===== src/rtl/fp_pkg.sv =====
// Shared definitions for the floating_integer datapath: converter states,
// exponent bias and packed float width.
package fp_pkg;

    typedef enum logic [1:0] {
        IDLE,
        NORM,
        ROUND,
        DONE
    } state_t;

    localparam int DEF_EXP_W = 4;
    localparam int DEF_MAN_W = 8;
    localparam int FLOAT_W   = 1 + DEF_EXP_W + DEF_MAN_W;

    function automatic int bias(input int exp_w);
        return (1 << (exp_w - 1)) - 1;
    endfunction

    function automatic int float_w(input int exp_w, input int man_w);
        return 1 + exp_w + man_w;
    endfunction

endpackage


===== src/rtl/fp_round_rne.sv =====
// Round-to-nearest-even of a left-normalised magnitude down to a MAN_W-bit
// stored mantissa; carry flags a round-up that overflowed the significand.
module fp_round_rne #(
    parameter int INT_W = 8,
    parameter int MAN_W = 8
) (
    input  logic [INT_W-1:0] mag,
    output logic [MAN_W-1:0] man,
    output logic             carry
);

    generate
        if (MAN_W + 1 >= INT_W) begin : g_pad
            localparam int PAD = MAN_W + 1 - INT_W;
            // The significand holds every magnitude bit: drop the hidden bit, zero-fill below.
            assign man   = MAN_W'((MAN_W + 1)'(mag) << PAD);
            assign carry = 1'b0;
        end else begin : g_rnd
            localparam int LOW = INT_W - MAN_W - 1;
            logic [MAN_W:0] top;
            logic           guard;
            logic           sticky;
            logic           inc;

            assign top   = mag[INT_W-1 -: MAN_W+1];
            assign guard = mag[LOW-1];
            if (LOW > 1) begin : g_sticky
                assign sticky = |mag[LOW-2:0];
            end else begin : g_no_sticky
                assign sticky = 1'b0;
            end

            assign inc   = guard & (sticky | top[0]);
            assign man   = top[MAN_W-1:0] + MAN_W'(inc);
            // Only an all-ones significand can carry out; the mantissa wraps to zero.
            assign carry = inc & (&top);
        end
    endgenerate

endmodule


===== src/rtl/int_to_fp_seq.sv =====
// Sequential integer-to-float converter: captures one operand per valid/ready
// handshake, normalises one shift per cycle, rounds RNE and saturates to infinity.
module int_to_fp_seq
    import fp_pkg::*;
#(
    parameter int INT_W     = 8,
    parameter int EXP_W     = 4,
    parameter int MAN_W     = 8,
    parameter bit TWOS_COMP = 1'b0
) (
    input  logic                             i_clk,
    input  logic                             i_rst,
    input  logic                             i_valid,
    output logic                             o_ready,
    input  logic [INT_W-1:0]                 i_int,
    output logic                             o_valid,
    input  logic                             i_ready,
    output logic [float_w(EXP_W, MAN_W)-1:0] o_float,
    output logic                             o_ovf
);

    localparam logic [EXP_W:0]   EXP_INIT = (EXP_W + 1)'(bias(EXP_W) + INT_W - 1);
    localparam logic [EXP_W+1:0] EXP_INF  = (EXP_W + 2)'((1 << EXP_W) - 1);

    state_t                             state, next_state;
    logic                               sign;
    logic [INT_W-1:0]                   mag, mag_in;
    logic [EXP_W:0]                     expo;
    logic                               norm_done;
    logic [MAN_W-1:0]                   man_rnd;
    logic                               carry;
    logic [EXP_W+1:0]                   exp_rnd;
    logic [float_w(EXP_W, MAN_W)-1:0]   float_d;
    logic                               ovf_d;

    generate
        if (TWOS_COMP) begin : g_twos
            assign mag_in = i_int[INT_W-1] ? -i_int : i_int;
        end else begin : g_signmag
            assign mag_in = {1'b0, i_int[INT_W-2:0]};
        end
    endgenerate

    assign norm_done = (mag == '0) || mag[INT_W-1];
    assign o_ready   = (state == IDLE);
    assign o_valid   = (state == DONE);

    always_ff @(posedge i_clk or posedge i_rst) begin
        if (i_rst) state <= IDLE;
        else       state <= next_state;
    end

    always_comb begin
        // NOTE: default first so no path through the case leaves next_state unassigned (no latch).
        next_state = state;
        case (state)
            IDLE:    if (i_valid)   next_state = NORM;
            NORM:    if (norm_done) next_state = ROUND;
            ROUND:                  next_state = DONE;
            DONE:    if (i_ready)   next_state = IDLE;
            default:                next_state = IDLE;
        endcase
    end

    fp_round_rne #(
        .INT_W(INT_W),
        .MAN_W(MAN_W)
    ) u_round (
        .mag  (mag),
        .man  (man_rnd),
        .carry(carry)
    );

    assign exp_rnd = {1'b0, expo} + (EXP_W + 2)'(carry);

    always_comb begin
        float_d = {sign, exp_rnd[EXP_W-1:0], man_rnd};
        ovf_d   = 1'b0;
        if (mag == '0) begin
            float_d = {sign, {(EXP_W + MAN_W){1'b0}}};
        end else if (exp_rnd >= EXP_INF) begin
            float_d = {sign, {EXP_W{1'b1}}, {MAN_W{1'b0}}};
            ovf_d   = 1'b1;
        end
    end

    // NOTE: the datapath is reset too, so a conversion abandoned by reset leaves no stale result on o_float.
    always_ff @(posedge i_clk or posedge i_rst) begin
        if (i_rst) begin
            sign    <= 1'b0;
            mag     <= '0;
            expo    <= '0;
            o_float <= '0;
            o_ovf   <= 1'b0;
        end else begin
            case (state)
                IDLE: if (i_valid) begin
                    sign <= i_int[INT_W-1];
                    mag  <= mag_in;
                    expo <= EXP_INIT;
                end
                NORM: if (!norm_done) begin
                    mag  <= mag << 1;
                    expo <= expo - (EXP_W + 1)'(1);
                end
                ROUND: begin
                    o_float <= float_d;
                    o_ovf   <= ovf_d;
                end
                default: ;
            endcase
        end
    end

endmodule


===== config.mk =====
export PLATFORM = sky130hd
export DESIGN_NAME = int_to_fp_seq
export DESIGN_NICKNAME = d
export VERILOG_FILES = /design/src/rtl/fp_pkg.sv /design/src/rtl/fp_round_rne.sv /design/src/rtl/int_to_fp_seq.sv
export SDC_FILE = /design/constraint.sdc
export NUM_CORES = 1
export LEC_CHECK = 0
export CELL_PAD_IN_SITES_DETAIL_PLACEMENT = 2
export CELL_PAD_IN_SITES_GLOBAL_PLACEMENT = 2
export CORE_ASPECT_RATIO = 1.2
export CORE_MARGIN = 2
export CORE_UTILIZATION = 40
export CTS_CLUSTER_SIZE = 25
export DETAILED_ROUTE_END_ITERATION = 10
export DONT_BUFFER_PORTS = 1
export PLACE_DENSITY_LB_ADDON = 0.15
export SLEW_MARGIN = 20
export SYNTH_ARGS = -nofsm -noshare
export SYNTH_HDL_FRONTEND = slang
export SYNTH_HIERARCHICAL = 1
export SYNTH_SLANG_ARGS = --single-unit

===== constraint.sdc =====
create_clock -name i_clk -period 2.1 [get_ports i_clk]
set_input_delay 0.315 -clock i_clk [delete_from_list [all_inputs] [get_ports i_clk]]
set_output_delay 0.315 -clock i_clk [all_outputs]
set_load 0.01 [all_outputs]

==> impl_metrics.csv <==
group,metric,value,unit
run_status,status,"finished clean",
die,io_pins,28,
route,drt_iter0_drc,28,
clock_tree,clock_path_buffers,2,
route,firstDrtPassIters,4,
worst_hold_path,whs_endpoint,"sign",
setup_path,critPathSlowestCell,"dfrtp_1",
timing,period_needed,1.88,ns
logic_synthesis,ys_seq_area_frac,0.429,
layout,antennaDiodeCount,0,
timing,whs,0.177,ns
setup_path,reg2reg_depth,5,
clock_tree,cts_buffers,5,
route,routed_via_density,5.51,
clock_tree,cts_tree,"yes",
worst_hold_path,hold_depth,1,
placement,globalplace.congestion,0.734,
setup_path,endpoint_kind,"register",
global_route,antenna_found_initial,0,
flow_run,cap_viol_max_count,0,
logic_synthesis,synth.ff_latch_count,30,
die,die_w,64.4,um
die,fp.dieArea,4920,um^2
logic_synthesis,synth_fa_ha_area_frac,0.0501,
layout,final_cell_mix,"dfrtp_1 (30), inv_1 (25), mux2_2 (15)",
setup_path,cp.required,2.27,ns
logic_synthesis,avgSynthCellArea,10.4,um^2
global_route,grt-ovfl-total,0,
setup_path,startpoint,"state[0]",
layout,fin_util,0.449,
logic_synthesis,synth_ff_type,"dfrtp_1",
route,vias,1261,
setup_path,r2r-end,"mag[1]",
setup_path,arrival,2.05,ns
layout,n_fill_cell,449,
setup_path,r2r_slack,0.22,ns
layout,drive_above_1_share,0.231,
global_route,grt_max_degree,22,
timing,fmax,0.532,GHz
worst_hold_path,hold_path.startpoint,"i_int[7]",
logic_synthesis,synthArstFlopShare,1.00,
logic_synthesis,synthCells,169,
global_route,grt_pass1_vias,1460,
timing,fin_skew,0.00164,ns
layout,fin_nets,191,
logic_synthesis,synth.distinct_cells,41,
setup_path,crit_chain,"inv_1, ha_1, nand2b_1, o21ai_4, mux2_2",
setup_path,worstSetupPathType,"register to register",
setup_path,rr_startpoint,"state[0]",
setup_path,critPathLaunchType,"register",
timing,grt_setup_unrepaired,"no",
route,ant_nets,0,
route,post-route-drc-count,0,
placement,port_buffers,0,
timing,setup_viol,0,
worst_hold_path,hold_path_class,"input port to register",
die,fp-row-count,26,
logic_synthesis,synth-simple-area-share,0.114,
clock_tree,cts_sinks,30,
die,start_util,0.414,
setup_path,crit_fanout,10,
setup_path,cpPeakStageDelay,0.42,ns
die,core,4230,um^2
clock_tree,cts_htree_levels,2,
route,wl,4190,um
route,drt-wirelength-per-cell,18.3,um
setup_path,crit_family,"flip-flops",
layout,final_cells,229,
clock_tree,clk_pin_slew,0.06,ns
placement,hpwl,3200,um
timing,setup_ws,0.220,ns
setup_path,critPathBufInv,1,
power_and_ir_drop,irDropWorstVdd,685,uV
power_and_ir_drop,power_density,1720,nW/um^2
placement,dp.cells,220,
die,die_h,76.4,um
logic_synthesis,synth_edf_count,0,
logic_synthesis,yosysWarningCount,6,
placement,dp_slack,0.202,ns
logic_synthesis,synthMuxAreaShare,0.108,
timing,tns,0,ns
layout,area_growth_syn_to_layout,8.51,%
logic_synthesis,synth_top_family_by_area,"compound AO/OA/AOI/OAI gates",
timing,period_share,0.895,
clock_tree,clk_latency,0.29,ns
timing,slew_viol_final,0,
global_route,grt_first_pass_wirelength,7160,um
clock_tree,root_buffer,"clkbuf_8",
power_and_ir_drop,p_leak,0.833,nW
layout,final_common_cell,"dfrtp_1",
global_route,gr-usage-all-layers,0.192,
logic_synthesis,synthesis.area,1750,um^2
logic_synthesis,synth_compound_area_frac,0.184,
logic_synthesis,synth_xor_area_frac,0.00501,
timing,hold_violations,0,
## where the power goes
| part | internal [W] | total (W) | switching, W |
|---|---|---|---|
| clock network | 0.000264 | 0.000491 | 0.000227 |
| logic | 0.000758 | 0.00159 | 0.000833 |
| registers | 0.000854 | 0.00118 | 0.000330 |
## kinds of logic after synthesis
kind of cell | count (synthesis)
buffers and inverters | 40
AO/OA/AOI/OAI | 38
AND/OR/NAND/NOR | 35
flip-flops | 30
multiplexers | 17
adder cells (fa/ha/maj) | 7
other | 1
XOR/XNOR | 1
## Yosys cell counts (2+ instances only)
library cell / n / share of area
mux2i_1: 2 / 0.011
nand4_1: 2 / 0.0072
ha_1: 7 / 0.050
o21ai_0: 2 / 0.0057
nor3_1: 2 / 0.0057
nand2_1: 5 / 0.011
o2bb2ai_1: 2 / 0.010
nor2b_1: 3 / 0.011
or4_1: 2 / 0.0086
mux2_2: 15 / 0.097
dfrtp_1: 30 / 0.43
o32ai_1: 8 / 0.040
a221o_1: 3 / 0.017
clkbuf_1: 3 / 0.0064
nand2b_1: 3 / 0.011
buf_4: 9 / 0.039
inv_1: 25 / 0.054
buf_2: 3 / 0.0086
nand3_1: 3 / 0.0086
a41o_1: 2 / 0.011
nor2_1: 9 / 0.019
a21oi_1: 8 / 0.023
a211oi_2: 2 / 0.014
o21ai_4: 2 / 0.019
## layout make-up
class | count | area, um^2 | area share
clock inverter | 1 | 5.00 | 0.00264
multi-input combinational | 100 | 815 | 0.429
inverter | 25 | 93.8 | 0.0494
timing repair buffer | 10 | 77.6 | 0.0409
clock buffer | 7 | 86.3 | 0.0455
sequential | 30 | 751 | 0.396
tap | 56 | 70.1 | 0.0369
## routing by layer
layer | track usage | wire, um
met1 | 0.208 | 1730
met2 | 0.346 | 2250
met3 | 0.0473 | 126
met4 | 0.0830 | 86
met5 | 0 | 0
## worst max path at each step
stage                         end  slack, ns  depth (start not counted)
after global routing       mag[1]       0.07                          5
after floorplan            mag[1]       0.36                          4
final                      mag[1]       0.22                          5
after global placement    expo[4]       0.32                          6
after CTS                 expo[1]       0.19                          5
after detailed placement   mag[1]       0.20                          5
## metrics by stage
step           cell area [um^2]  total power (W)
4_1_cts                    1900          0.00332
2_1_floorplan              1750          0.00241
3_5_place_dp               1800          0.00280
5_1_grt                    1900          0.00355
3_3_place_gp               1800          0.00269
6_report                   1900          0.00327
## timing repair
action                    4_1_cts  5_1_grt
hold endpoints to repair        9        0
buffers inserted                0        0
hold buffers                    1        0
gates resized for setup         0        0
## registers in the layout, indices dropped and copies added (netlist names)
name     cells
sign         1
o_float     13
expo         5
o_ovf        1
state        2
mag          8
## worst reg2reg max path, stage by stage (launching register included)
cell	delay, ns
dfrtp_1	0.42
inv_1	0.10
ha_1	0.38
nand2b_1	0.30
o21ai_4	0.20
mux2_2	0.37
No activity file was read; power rests on OpenSTA's default activity.
